`src/rtl/generator_ctrl.sv`:
```
// generator_ctrl: sequences noise requests through an external generator, with
// double-buffered Q8.8 weights committed only while idle, a timeout and a response handshake.
module generator_ctrl #(
  parameter int TIMEOUT_CYC = 64
) (
  input  logic                clk,
  input  logic                rst,
  input  logic                cfg_wr_en,
  input  logic [5:0]          cfg_addr,
  input  logic [15:0]         cfg_data,
  input  logic                cfg_commit,
  output logic                cfg_pending,
  output logic                cfg_err,
  input  logic                req_valid,
  output logic                req_ready,
  input  logic signed [15:0]  req_z1,
  input  logic signed [15:0]  req_z2,
  output logic                gen_valid_in,
  output logic [15:0]         gen_z1,
  output logic [15:0]         gen_z2,
  output logic [143:0]        gen_w_L1,
  output logic [575:0]        gen_w_L2,
  input  logic                gen_valid_out,
  input  logic [143:0]        gen_pix,
  output logic                rsp_valid,
  input  logic                rsp_ready,
  output logic [143:0]        rsp_pix,
  output logic                rsp_err,
  output logic                busy,
  output logic [15:0]         infer_cnt
);
  localparam int TW = $clog2(TIMEOUT_CYC) + 1;
  typedef enum logic [1:0] {IDLE, LAUNCH, WAIT, DONE} state_t;
  state_t        r_state;
  logic [15:0]   r_shadow [45];
  logic [15:0]   r_active [45];
  logic [15:0]   r_z1, r_z2, r_cnt;
  logic [143:0]  r_pix;
  logic          r_err, r_pending, r_cfg_err;
  logic [TW-1:0] r_tmo;
  logic          w_idle;
  assign w_idle       = r_state == IDLE;
  assign req_ready    = w_idle & !cfg_commit & !r_pending & !rst;
  assign gen_valid_in = r_state == LAUNCH;
  assign rsp_valid    = r_state == DONE;
  assign busy         = !w_idle;
  assign gen_z1       = r_z1;
  assign gen_z2       = r_z2;
  assign rsp_pix      = r_pix;
  assign rsp_err      = r_err;
  assign infer_cnt    = r_cnt;
  assign cfg_pending  = r_pending;
  assign cfg_err      = r_cfg_err;
  for (genvar k = 0; k < 9; k++) begin : g_l1
    assign gen_w_L1[16*k +: 16] = r_active[k];
  end
  for (genvar k = 0; k < 36; k++) begin : g_l2
    assign gen_w_L2[16*k +: 16] = r_active[k+9];
  end
  always_ff @(posedge clk) begin
    if (rst) begin
      r_state   <= IDLE;
      r_z1      <= '0;
      r_z2      <= '0;
      r_pix     <= '0;
      r_err     <= 1'b0;
      r_cnt     <= '0;
      r_tmo     <= '0;
      r_pending <= 1'b0;
      r_cfg_err <= 1'b0;
      for (int i = 0; i < 45; i++) begin
        r_shadow[i] <= '0;
        r_active[i] <= '0;
      end
    end else begin
      r_cfg_err <= cfg_wr_en && cfg_addr > 6'd44;
      if (cfg_wr_en && cfg_addr <= 6'd44) r_shadow[cfg_addr] <= cfg_data;
      // Active copy reads the pre-edge shadow, so a same-cycle write stays shadow-only
      if (w_idle && (cfg_commit || r_pending)) begin
        r_active  <= r_shadow;
        r_pending <= 1'b0;
      end else if (cfg_commit) begin
        r_pending <= 1'b1;
      end
      case (r_state)
        IDLE: if (req_valid && req_ready) begin
          r_z1    <= req_z1;
          r_z2    <= req_z2;
          r_state <= LAUNCH;
        end
        LAUNCH: begin
          r_tmo   <= '0;
          r_state <= WAIT;
        end
        WAIT: if (gen_valid_out) begin
          r_pix   <= gen_pix;
          r_err   <= 1'b0;
          r_cnt   <= r_cnt == 16'hFFFF ? r_cnt : r_cnt + 16'd1;
          r_state <= DONE;
        end else if (r_tmo == TW'(TIMEOUT_CYC - 1)) begin
          r_pix   <= '0;
          r_err   <= 1'b1;
          r_state <= DONE;
        end else begin
          r_tmo <= r_tmo + TW'(1);
        end
        DONE: if (rsp_ready) r_state <= IDLE;
        default: r_state <= IDLE;
      endcase
    end
  end
endmodule

```
`config.mk`:
```
export PLATFORM = sky130hd
export DESIGN_NAME = generator_ctrl
export DESIGN_NICKNAME = d
export VERILOG_FILES = /design/src/rtl/generator_ctrl.sv
export SDC_FILE = /design/constraint.sdc
export NUM_CORES = 2
export LEC_CHECK = 0
export CORE_AREA = 5 5 431 433
export CTS_CLUSTER_DIAMETER = 60
export DETAILED_ROUTE_END_ITERATION = 8
export DIE_AREA = 0 0 436 438
export PLACE_DENSITY = 0.55
export SYNTH_ARGS = -nofsm -noshare
export SYNTH_HDL_FRONTEND = slang
export SYNTH_SLANG_ARGS = --single-unit
```
`constraint.sdc`:
```
create_clock -name clk -period 2.1 [get_ports clk]
set_clock_uncertainty 0.1 [all_clocks]
set_input_delay 0.315 -clock clk [delete_from_list [all_inputs] [get_ports clk]]
set_output_delay 0.315 -clock clk [all_outputs]
set_load 0.005 [all_outputs]
```
==> implementation parameters <==
Parameter                              Value

Timing
  Final total negative setup slack    -0.0838 ns
  # setup viols final    1
  Final slew viol count    0
  Final period util    104%
  Time the worst path needs with I/O delays and setup    2.18 ns
  Number of hold-slack violations in the final timing report    0
  Worst-case headroom to the max-slew limit    31.8%
  Fmax achieved    0.458 GHz
  Tightest Pin Transition    1.02 ns
  Least setup slack across all paths after layout    -0.0838 ns
  Setup repair after global routing missed its margin    true

Setup path
  Library cell appearing most often on the critical path    buf_6
  Crit end category    primary output
  Type of the worst setup path    reg2out
  Critical Path Fanout Max    4
  Start of the worst register-to-register path    r_state[1]
  Cell type of the slowest stage on the worst timing path    dfxtp_2
  Worst path required time    1.68 ns
  Worst path arrival time    1.77 ns
  End of the worst register-to-register path    infer_cnt[13]
  CP peak stage delay    0.36 ns
  Number of cells traversed by the worst register-to-register path    6
  Cell Chain, Critical Path    inv_4, ha_4, buf_6, and2_4, buf_6
  Internal reg-to-reg setup slack    0.05 ns
  Kind of start point of the critical path    flip-flop

Placement
  Post-detailed-placement cell area    73400 µm²
  HPWL after detailed placement    157 mm
  Final weighted congestion in routability-driven placement    0.840
  Worst slack at placement    -0.506 ns
  Port-buffer cells    about 1100

Power and ir drop
  Combinational share of power    roughly 15%
  Leakage power    32.2 nW
  Clock power share    42.8%
  Flop pwr share    41.8%
  Total design power    76.0 mW
  Switching component of the power    21.2 mW
  Switching Fraction    around 28%
  PD cells    ~940 nW/µm²
  Maximum vdd ir drop    0.000627 V
  Int Power    54.8 mW

Routing
  First-pass DRT Iterations    6
  Post-detailed-route wirelength per cell    21.4 µm
  Iter 0 DRT Violations    3677
  Overall via count from detail_route    around 52000
  Vias per inst    4.84
  Remaining design rule violation count    0
  ANT nets after route    0
  DRT Wirelength    229 mm

Layout
  Area of combinational cells with multiple inputs    21700 µm²
  Register area    33600 µm²
  Core Util, Final    44.6%
  Number of nets at the end of the flow    8402
  Ratio of cells with drive above 1 in the final layout    a little under an eighth
  Total non-filler cell area in the finished layout    81100 µm²
  Filler cell count    17800
  Area added between synthesis and finish    42.9%

Floorplanning
  Initial core utilization    a little under a third
  Top-level I/O count    1124
  Area inside the core boundary    ~180000 µm²
  Die height    about 440 µm
  Full die area    191000 µm²
  Number of standard-cell rows in the floorplan    approximately 160
  Die width    436 µm

Min path
  Hold endpoint    rsp_pix[101]
  Startpoint of the worst hold path    gen_pix[101]
  Hold Path Stages    2
  HP Class    in2reg

Global routing
  Pin count of the biggest net entering global routing    198
  Global-route wire length before repair    332 mm
  Initial antenna violation count    14
  Global-route usage over all layers    22.8%
  Remaining Overflow, GRT    0
  Number of global-route vias before repair    50000

Synth
  Flops & latches, synth    1644
  Number of instances in the synthesized netlist    6915
  EDFF count, synth    0
  Unique cell type count in the Yosys netlist    56
  Number of nets in the synthesized netlist    7127
  Ys flop type    dfxtp_1
  Area of the mapped netlist    ~57000 µm²
  Sequential share of the synthesized area    approximately 58%
  Share of synthesized flip-flops with an asynchronous set or reset    0%
  Number of warnings reported in the yosys synthesis log    0
  Post-synthesis area per instance    8.21 µm²

Clock tree
  Root buffer cell    clkbuf_16
  Clock tree from TritonCTS    built
  Number of clock buffers inserted by TritonCTS    181
  Number of clock sinks    between 1500 and 2000
  Latest clock arrival within the worst-skew pair    0.82 ns
  Number of buffers between clock root and the deepest sink    3
  Clock input transition at the sequential cells of the worst setup and hold paths    0.06 ns
  CTS HTree Levels    4

Outcome
  Status    complete, but fails checks
  Violated checks    setup timing

Job
  Number of max-cap violations    0
## flip-flops by register name, indices dropped and copies added (netlist names)
register     flops
r_shadow       720
gen_w_L2       576
gen_w_L1       144
rsp_pix        144
gen_z1          16
gen_z2          16
infer_cnt       16
r_tmo            7
r_state          2
cfg_err          1
cfg_pending      1
rsp_err          1
## cells in the final DEF (no fill, tap or decap), types with 10 or more instances in the layout
cell             count
nand2b_1            10
nand2_1           2723
buf_4              213
dfxtp_4            130
clkbuf_1            40
nor2_1             143
buf_12             159
and2_1              19
nand3_1             27
clkinv_2            20
dlygate4sd3_1      185
nand3b_1            34
clkbuf_8            49
nor2_2              11
a22o_1             144
dfxtp_1           1367
dfxtp_2            147
a21oi_1           1325
clkdlybuf4s50_1    185
dlygate4sd2_1      915
clkbuf_16          183
mux2i_1            129
## area by class of cell
type / count / area share, %
tap: 2385 / 3.68
timing repair buffer: 1668 / 20.5
antenna: 6 / 0.0185
clock inverter: 54 / 0.919
multi-input combinational: 4687 / 26.8
inverter: 8 / 0.0432
sequential: 1644 / 41.4
clock buffer: 272 / 6.66
## power by group through the flow
stage               logic (mW)  registers, mW  clock network [mW]
floorplan                 4.92           32.6                   0
global placement          11.6           32.6                   0
detailed placement        11.6           32.6                   0
CTS                       11.7           31.8                33.2
global route              12.5           31.8                34.4
finish                    11.7           31.8                32.5
## cells in the mapped netlist, drive strengths merged, types with 8 or more instances
cell	count	area, µm²
nand2	2724	10200
dfxtp	1644	32900
a21oi	1326	6640
clkbuf	506	1900
nor2	156	613
a22o	144	1260
mux2i	129	1290
buf	70	372
nand3b	34	255
nand3	27	135
and2	23	144
nand2b	10	62.6
o21ai	9	45.0
a31oi	8	50.1
inv	8	30.0
nand4	8	50.1
nor3	8	50.1
## critical path: cells and delay by family, from the launching register on
kind | cells | cell delay (ns)
flops | 1 | 0.36
simple gates | 1 | 0.15
buf+inv | 3 | 0.29
fa+ha+maj | 1 | 0.17
## worst max path at each step
| stage | slack, ns | endpoint | cells after the start | startpoint |
|---|---|---|---|---|
| global route | -0.15 | req_ready | 5 | r_state[0] |
| floorplan | -0.005 | r_shadow[53] | 7 | cfg_addr[1] |
| CTS | -0.20 | req_ready | 5 | r_state[0] |
| detailed placement | -0.51 | r_shadow[696] | 8 | cfg_addr[0] |
| global placement | -0.42 | r_shadow[688] | 8 | cfg_addr[3] |
| finish | -0.08 | req_ready | 5 | r_state[0] |
## layer usage
| metal | vias to the layer above | track usage [%] | wire, µm |
|---|---|---|---|
| met5 | - | 0 | 26 |
| met4 | 4 | 10.7 | 11300 |
| met3 | 422 | 4.54 | 12600 |
| met2 | 1596 | 40.8 | 116000 |
| met1 | 24800 | 26.2 | 89500 |
| li1 | 25100 | - | - |
## logic make-up (layout without fill, tap and decap cells)
logic type | Yosys count | after routing | share of synthesized area (%)
buffers and inverters | 584 | 2002 | 4.05
muxes | 131 | 131 | 2.31
AOI/OAI and AO/OA | 1505 | 1505 | 14.3
other | 0 | 6 | 0
adders and majority gates | 7 | 7 | 0.154
and+or+nand+nor | 3042 | 3042 | 21.2
DFF | 1644 | 1644 | 58.0
xor gates and xnor gates | 2 | 2 | 0.0309
## stage by stage
step                      instances  hold slack, ns
after floorplan                6915           0.314
after global placement        10200           0.336
after detailed placement      10200           0.342
after CTS                     10700         0.00998
after global routing          10700          0.0287
final                         10700           0.100
## what timing repair did
item                                     CTS  global route
resized for setup                       1357             8
endpoints found under the setup margin   940            41
hold endpoints to repair                 611             0
hold buffers                             185             0
pin swaps                                  2             2
buffers inserted                           4             3
(Power assumes the default switching activity.)
